===== src/rtl/demux_1to8_32bit_if.sv =====
// rtl/demux_1to8_32bit_if.sv - producer/consumer bus for the 1-to-8 32-bit distributor
// master = producer + consumers side, slave = the distributor itself.
interface demux_1to8_32bit_if #(
  parameter int WIDTH     = 32,
  parameter int CNT_WIDTH = 16
);
  logic [WIDTH-1:0]     In;
  logic                 InValid;
  logic [2:0]           Select;
  logic                 InReady;
  logic [WIDTH-1:0]     Out0;
  logic [WIDTH-1:0]     Out1;
  logic [WIDTH-1:0]     Out2;
  logic [WIDTH-1:0]     Out3;
  logic [WIDTH-1:0]     Out4;
  logic [WIDTH-1:0]     Out5;
  logic [WIDTH-1:0]     Out6;
  logic [WIDTH-1:0]     Out7;
  logic [7:0]           OutValid;
  logic [7:0]           OutReady;
  logic [CNT_WIDTH-1:0] Count;

  modport master (
    output In, InValid, Select, OutReady,
    input  InReady, Out0, Out1, Out2, Out3, Out4, Out5, Out6, Out7, OutValid, Count
  );

  modport slave (
    input  In, InValid, Select, OutReady,
    output InReady, Out0, Out1, Out2, Out3, Out4, Out5, Out6, Out7, OutValid, Count
  );
endinterface


===== src/rtl/demux_1to8_32bit.sv =====
// rtl/demux_1to8_32bit.sv - registered 1-to-8 word distributor with per-channel handshake
// One single-entry register per channel plus a wrapping accepted-word counter.
module demux_1to8_32bit #(
  parameter int WIDTH     = 32,
  parameter int CNT_WIDTH = 16
) (
  input  logic                Clock,
  input  logic                Reset,
  demux_1to8_32bit_if.slave   bus
);

  logic [WIDTH-1:0]     data_q [8];
  logic [WIDTH-1:0]     data_d [8];
  logic [7:0]           valid_q;
  logic [7:0]           valid_d;
  logic [CNT_WIDTH-1:0] count_q;
  logic [CNT_WIDTH-1:0] count_d;

  logic [7:0] sel_onehot;
  logic [7:0] load;
  logic       sel_ready;
  logic       in_ready;
  logic       accept;

  // An X/Z select matches no case item, so it decodes to no channel and InReady stays low.
  always_comb begin
    sel_onehot = 8'h00;
    case (bus.Select)
      3'd0:    sel_onehot = 8'h01;
      3'd1:    sel_onehot = 8'h02;
      3'd2:    sel_onehot = 8'h04;
      3'd3:    sel_onehot = 8'h08;
      3'd4:    sel_onehot = 8'h10;
      3'd5:    sel_onehot = 8'h20;
      3'd6:    sel_onehot = 8'h40;
      3'd7:    sel_onehot = 8'h80;
      default: sel_onehot = 8'h00;
    endcase
  end

  assign sel_ready = |(sel_onehot & (~valid_q | bus.OutReady));
  assign in_ready  = sel_ready & ~Reset;
  assign accept    = bus.InValid & in_ready;
  assign load      = sel_onehot & {8{accept}};

  // A load wins over a same-cycle delivery, so the channel stays valid with no bubble.
  always_comb begin
    for (int k = 0; k < 8; k++) begin
      data_d[k] = load[k] ? bus.In : data_q[k];
    end
    valid_d = (valid_q & ~bus.OutReady) | load;
    count_d = count_q + {{(CNT_WIDTH-1){1'b0}}, accept};
  end

  always_ff @(posedge Clock) begin
    if (Reset) begin
      for (int k = 0; k < 8; k++) begin
        data_q[k] <= '0;
      end
      valid_q <= 8'h00;
      count_q <= '0;
    end else begin
      for (int k = 0; k < 8; k++) begin
        data_q[k] <= data_d[k];
      end
      valid_q <= valid_d;
      count_q <= count_d;
    end
  end

  assign bus.InReady  = in_ready;
  assign bus.Out0     = data_q[0];
  assign bus.Out1     = data_q[1];
  assign bus.Out2     = data_q[2];
  assign bus.Out3     = data_q[3];
  assign bus.Out4     = data_q[4];
  assign bus.Out5     = data_q[5];
  assign bus.Out6     = data_q[6];
  assign bus.Out7     = data_q[7];
  assign bus.OutValid = valid_q;
  assign bus.Count    = count_q;

endmodule

===== src/flat_wrapper.sv =====
// flat-port wrapper written by rule: the top's interface ports become plain ports
module demux_1to8_32bit_flat 
#(
  parameter int WIDTH     = 32,
  parameter int CNT_WIDTH = 16
)
  (Clock, Reset, bus_In, bus_InValid, bus_Select, bus_OutReady, bus_InReady, bus_Out0, bus_Out1, bus_Out2, bus_Out3, bus_Out4, bus_Out5, bus_Out6, bus_Out7, bus_OutValid, bus_Count);
  demux_1to8_32bit_if #(.WIDTH(WIDTH), .CNT_WIDTH(CNT_WIDTH)) bus_i ();
  input  logic Clock;
  input  logic Reset;
  input wire logic [$bits(bus_i.In)-1:0] bus_In;
  input wire logic [$bits(bus_i.InValid)-1:0] bus_InValid;
  input wire logic [$bits(bus_i.Select)-1:0] bus_Select;
  input wire logic [$bits(bus_i.OutReady)-1:0] bus_OutReady;
  output wire logic [$bits(bus_i.InReady)-1:0] bus_InReady;
  output wire logic [$bits(bus_i.Out0)-1:0] bus_Out0;
  output wire logic [$bits(bus_i.Out1)-1:0] bus_Out1;
  output wire logic [$bits(bus_i.Out2)-1:0] bus_Out2;
  output wire logic [$bits(bus_i.Out3)-1:0] bus_Out3;
  output wire logic [$bits(bus_i.Out4)-1:0] bus_Out4;
  output wire logic [$bits(bus_i.Out5)-1:0] bus_Out5;
  output wire logic [$bits(bus_i.Out6)-1:0] bus_Out6;
  output wire logic [$bits(bus_i.Out7)-1:0] bus_Out7;
  output wire logic [$bits(bus_i.OutValid)-1:0] bus_OutValid;
  output wire logic [$bits(bus_i.Count)-1:0] bus_Count;
  assign bus_i.In = bus_In;
  assign bus_i.InValid = bus_InValid;
  assign bus_i.Select = bus_Select;
  assign bus_i.OutReady = bus_OutReady;
  assign bus_InReady = bus_i.InReady;
  assign bus_Out0 = bus_i.Out0;
  assign bus_Out1 = bus_i.Out1;
  assign bus_Out2 = bus_i.Out2;
  assign bus_Out3 = bus_i.Out3;
  assign bus_Out4 = bus_i.Out4;
  assign bus_Out5 = bus_i.Out5;
  assign bus_Out6 = bus_i.Out6;
  assign bus_Out7 = bus_i.Out7;
  assign bus_OutValid = bus_i.OutValid;
  assign bus_Count = bus_i.Count;
  demux_1to8_32bit #(.WIDTH(WIDTH), .CNT_WIDTH(CNT_WIDTH)) u_core (.Clock(Clock), .Reset(Reset), .bus(bus_i));
endmodule

===== config.mk =====
export PLATFORM = sky130hd
export DESIGN_NAME = demux_1to8_32bit_flat
export DESIGN_NICKNAME = d
export VERILOG_FILES = /design/src/rtl/demux_1to8_32bit_if.sv /design/src/rtl/demux_1to8_32bit.sv /design/src/flat_wrapper.sv
export SDC_FILE = /design/constraint.sdc
export NUM_CORES = 1
export LEC_CHECK = 0
export CAP_MARGIN = 20
export CORE_UTILIZATION = 44
export CTS_CLUSTER_DIAMETER = 40
export DETAILED_ROUTE_END_ITERATION = 10
export PLACE_DENSITY = 0.88
export SETUP_SLACK_MARGIN = 0.2
export SLEW_MARGIN = 30
export SYNTH_ARGS = -nofsm -noshare
export SYNTH_HDL_FRONTEND = slang
export SYNTH_SLANG_ARGS = --single-unit

===== constraint.sdc =====
create_clock -name Clock -period 3 [get_ports Clock]
set_clock_uncertainty 0.05 [all_clocks]
set_input_delay 0.6 -clock Clock [delete_from_list [all_inputs] [get_ports Clock]]
set_output_delay 0.6 -clock Clock [all_outputs]
set_load 0.01 [all_outputs]

[Word-level counts from Yosys, hierarchy flattened]
Memory sizes are Yosys's and may differ from the RTL's.
Index checks and enable logic that the tools add are counted.
Storage, ports and cells
  register bits: 24
  memory bits (writable): 256
  memory bits (read-only): 64
  memories: 2
  input port bits: 46
  output and inout port bits: 281
Cells by class
  muxes and demuxes: 19
  bitwise logic cells: 18
  reductions and logical operators: 1
  add/subtract/negate cells: 1
Memory list
  u_core.data_q: words 8, bits a word 32, rd ports 8, clocked after memory_dff 0, write ports 8, line demux_1to8_32bit.sv:12  | logic [WIDTH-1:0] data_q [8];
  (no name shown): words 8, bits a word 8, rd ports 1, clocked after memory_dff 0, write ports 0, line demux_1to8_32bit.sv:28  | case (bus.Select)
Operators with widths (count)
  $mux 32: 16
  $and 8x8->8: 3
  $add 16x1->16: 1
  $not 8->8: 2
  $or 8x8->8: 2
  $or 1x1->1: 8
  $reduce_or 8->1: 1
  $mux 1: 3
  $and 1x1->1: 2
  $not 1->1: 1

[Logic depth before layout (Yosys ltp)]
  depth in word-level cells: 9
  gate-level depth with buffers: 10
  depth with buffers taken out: 8

[Worst setup path before layout]
OpenSTA, ideal clock, no wires.
  kind: in2reg
  start point: input bus_Select[2]
  end point: register u_core.count_q[14], in the netlist u_core.bus.Count[14]
  stages on the path: 9
  setup slack: 100 ps
  arrival time: 2729 ps
  required time: 2829 ps
  cell sequence: buf_2 > and4b_1 > or4_1 > o22ai_1 > ha_1 > ha_1 > nand2_1 > nor4_1 > mux2_2
Between the ends
  word-level cells in the longest chain between the ends: 6
RTL lines
  start, declared: line flat_wrapper.sv:13  | input wire logic [$bits(bus_i.Select)-1:0] bus_Select;
  $mem_v2 8x8
  $and 8x8->8: line demux_1to8_32bit.sv:41  | assign sel_ready = |(sel_onehot & (~valid_q | bus.OutReady));
  $reduce_or 8->1: line demux_1to8_32bit.sv:41
  $and 1x1->1: line demux_1to8_32bit.sv:42  | assign in_ready = sel_ready & ~Reset;
  $and 1x1->1: line demux_1to8_32bit.sv:43  | assign accept = bus.InValid & in_ready;
  $add 16x1->16: line demux_1to8_32bit.sv:52  | count_d = count_q + {{(CNT_WIDTH-1){1'b0}}, accept};
  end signal, assigned: line demux_1to8_32bit.sv:67  | count_q <= count_d;
  end, declared: line demux_1to8_32bit.sv:16  | logic [CNT_WIDTH-1:0] count_q;
No other way between the ends.
A chain may end at the register's enable or synchronous reset.

[Worst setup path after layout]
  start point: input bus_OutReady[4]
  end point: register u_core.count_q[15], in the netlist u_core.bus.Count[15]
Between the ends
  word-level cells in the longest chain between the ends: 6
RTL lines
  start, declared: line flat_wrapper.sv:14  | input wire logic [$bits(bus_i.OutReady)-1:0] bus_OutReady;
  $or 8x8->8: line demux_1to8_32bit.sv:41
  $and 8x8->8: line demux_1to8_32bit.sv:41
  $reduce_or 8->1: line demux_1to8_32bit.sv:41
  $and 1x1->1: line demux_1to8_32bit.sv:42
  $and 1x1->1: line demux_1to8_32bit.sv:43
  $add 16x1->16: line demux_1to8_32bit.sv:52
No other way between the ends.

==> qor.csv <==
stage;metric;value;unit
worst_setup_path;cp.required;3.36;ns
placement;place_inst;1934;
floorplan;die_area;0.0286;sq mm
grt;overflow;0;
synthesis;yosys_register_bits;280;
sta;slew_headroom;0.383;
worst_setup_path;cp.arrival;3.17;ns
synthesis;yosysWarnings;0;
drt;ant_nets;0;
drt;drc;0;
floorplan;start_util;0.452;
grt;grt_pass1_vias;12400;
clocking;post_cts_buffers;0;
final_layout;multiInputGateArea;0.00569;sq mm
sta;setup_viol;0;
synthesis;synth_cell_types;35;
worst_setup_path;crit_path_cell_trace;clkdlybuf4s50_1 > nor4bb_1 > or4_4 > o22ai_4 > ha_4 > nand3_1 > nor4_2 > mux2_2;
final_layout;nFillCells;2200;
worst_setup_path;cp.buffers_inverters;1;
sta;tightestPinTransition;0.923;ns
final_layout;nNetsFinal;1651;
drt;drtIter0Drc;2738;
grt;grt_first_pass_wirelength;74.1;mm
final_layout;fin_cells;2007;
final_layout;drive_gt1_frac;0.106;
final_layout;mostFrequentLayoutCell;clkdlybuf4s50_1;
floorplan;die_w;169;microns
worst_setup_path;worstSetupPathType;in -> reg;
worst_hold_path;hold_depth;2;
run_status;status;finished, final reports clean;
final_layout;final_core_util;0.625;
worst_setup_path;path_max_fanout;8;
final_layout;seqCellArea;0.00561;sq mm
final_layout;stdcell_area;0.0170;sq mm
synthesis;ys_seq_area_frac;0.457;
worst_hold_path;hp-class;reg -> reg;
power_and_ir_drop;peakVddDrop;0.000446;V
clocking;cts_buffers;39;
drt;wl;50.3;mm
worst_setup_path;cpMaxStageDelayCell;or4_4;
clocking;h-tree-depth;2;
clocking;cts-root-buf;clkbuf_16;
worst_setup_path;startpoint;bus_OutReady[4];
sta;finalCritPeriodShare;0.935;
run;maxCapViolations;0;
drt;vias_per_cell;6.69;
clocking;tritoncts;done;
clocking;cts_sinks;280;
clocking;clock_path_buffers;3;
clocking;clkLatencyLatePin;0.52;ns
worst_setup_path;cp.depth;8;
worst_setup_path;regToRegSetupSlack;0.39;ns
floorplan;io_pins;327;
final_layout;final_cell_mix;320 x clkdlybuf4s50_1, 280 x dfxtp_1, 271 x a21oi_1;
floorplan;row_count;60;
worst_setup_path;timing.rr.end;u_core.bus.Count[15];
placement;post_dp_cell_area;0.0156;sq mm
power_and_ir_drop;leakagePower;5.23;nW
sta;finalSetupTns;0;ns
placement;io_buffer_count;326;
placement;globalplace.congestion;0.843;
drt;dr.pass1.iters;8;
sta;fmax;357;MHz
worst_setup_path;max_stage_delay;0.60;ns
floorplan;dieHeight;169;microns
sta;rsz0062_at_grt;true;
grt;antenna_found_initial;2;
worst_setup_path;crit_family;simple AND/OR/NAND/NOR gates;
worst_setup_path;cp-end-kind;flop;
synthesis;syn_nets;1451;
clocking;cts-hold-fix-buffers;0;
clocking;clk_pin_slew;0.06;ns
synthesis;synth_area;0.0123;sq mm
sta;finalHoldViolCount;0;
drt;num_vias;13400;
worst_hold_path;min_from;u_core.data_q[0][131];
power_and_ir_drop;power_density;543;mW/mm^2
final_layout;area_growth;38.4;%
synthesis;synth_area_per_cell;8.75;sq um
grt;globalRouteTotalUtil;0.337;
synthesis;synthCells;1403;
grt;grt_max_degree;189;
floorplan;core;0.0272;sq mm
drt;wl_per_cell;25.1;microns
worst_setup_path;crit_end;u_core.bus.Count[15];
worst_setup_path;reg2regPathDepth;7;
worst_setup_path;start_kind;input port;
worst_setup_path;worstReg2RegStart;u_core.bus.OutValid[4];
sta;slew_viol_final;0;
sta;layout_min_cycle_time;2.80;ns
placement;dp_hpwl;30.2;mm
## worst min path at each step
stage / endpoint / slack, ns
3_3_place_gp: u_core.data_q[0][147] / 0.40
2_1_floorplan: u_core.data_q[0][0] / 0.44
6_report: u_core.data_q[0][131] / 0.42
3_5_place_dp: u_core.data_q[0][131] / 0.41
4_1_cts: u_core.data_q[0][131] / 0.42
5_1_grt: u_core.data_q[0][72] / 0.43
## power by group
part           internal [W]  leakage (nW)  switching, W
Sequential          0.00377          2.26     0.0000336
Clock               0.00282         0.630       0.00182
Combinational      0.000249          2.34      0.000541
## cell type report
type                    count  share of cell area
diodes                      2            0.000295
clock buffers              47              0.0623
clock inverters            24              0.0154
inverters                   2            0.000442
multi-input cells         885               0.335
flip-flops and latches    280               0.330
well taps                 372              0.0274
repair buffers            395               0.229
## state kept, by name, indices dropped and copies added, names as in the netlist
name                 cells
u_core.bus.Count        16
u_core.bus.OutValid      8
u_core.data_q          256
## tightest hold or removal path: cells and delay by family (launching register included)
family	cells	cell delay (ns)
DFF	1	0.31
AOI/OAI and AO/OA	2	0.12
## per-stage QoR
step           power, W  hold WS [ns]  setup slack [ns]
4_1_cts         0.00921         0.416             0.204
6_report        0.00923         0.416             0.195
3_3_place_gp    0.00462         0.403            -0.515
3_5_place_dp    0.00463         0.408            -0.616
5_1_grt         0.00943         0.431             0.176
2_1_floorplan   0.00427         0.443             0.222
## synthesized netlist by cell type
cell      instances  area share
and4b_1           2      0.0016
clkbuf_2         30       0.012
and3b_1           1     0.00071
xor2_1            2      0.0014
nor2b_1          14      0.0071
nor2_1           16      0.0049
dfxtp_1         280        0.46
or3b_1            1     0.00071
a21oi_1         271        0.11
nand3b_1          1     0.00061
nor4bb_1          4      0.0033
nand2_1           5      0.0015
buf_1            10      0.0031
nor4_1            4      0.0020
and2b_1           2      0.0012
mux2_2            4      0.0037
buf_2            49       0.020
ha_1              2      0.0020
buf_4            11      0.0067
or4_1             6      0.0037
nand3_1           5      0.0020
nand4_1         259        0.13
nor4b_1           2      0.0014
inv_1             2     0.00061
or3_1             3      0.0015
nand2b_1         11      0.0056
o21ai_0           3      0.0012
buf_6            11       0.010
nor3b_2           1      0.0010
clkbuf_1        125       0.038
o31ai_1         260        0.16
o22ai_1           2      0.0010
xnor2_1           1     0.00071
and2_1            1     0.00051
or2_2             2      0.0010
## cells by family (layout without fill, tap and decap cells)
family	count (synthesis)	count (layout)	share of synthesized area
other	0	2	0
AND/OR/NAND/NOR	340	340	0.173
buffers and inverters	238	468	0.0909
flip-flops	280	280	0.457
AO/OA/AOI/OAI	536	536	0.272
multiplexers	4	4	0.00367
adder cells (fa/ha/maj)	2	2	0.00204
XOR/XNOR	3	3	0.00214
## per-layer routing
| layer | up-vias | GRT usage | routed length, microns |
|---|---|---|---|
| li1 | 5845 | - | - |
| met1 | 6346 | 0.420 | 18100 |
| met2 | 1026 | 0.508 | 22200 |
| met3 | 215 | 0.0891 | 6460 |
| met4 | 0 | 0.234 | 3540 |
| met5 | - | 0 | 0 |
## timing repair
item / CTS / global route
endpoints found under the setup margin: 13 / 8
pin swaps: 3 / 2
gates resized for setup: 16 / 6
Power figures use the tool's default switching activity.
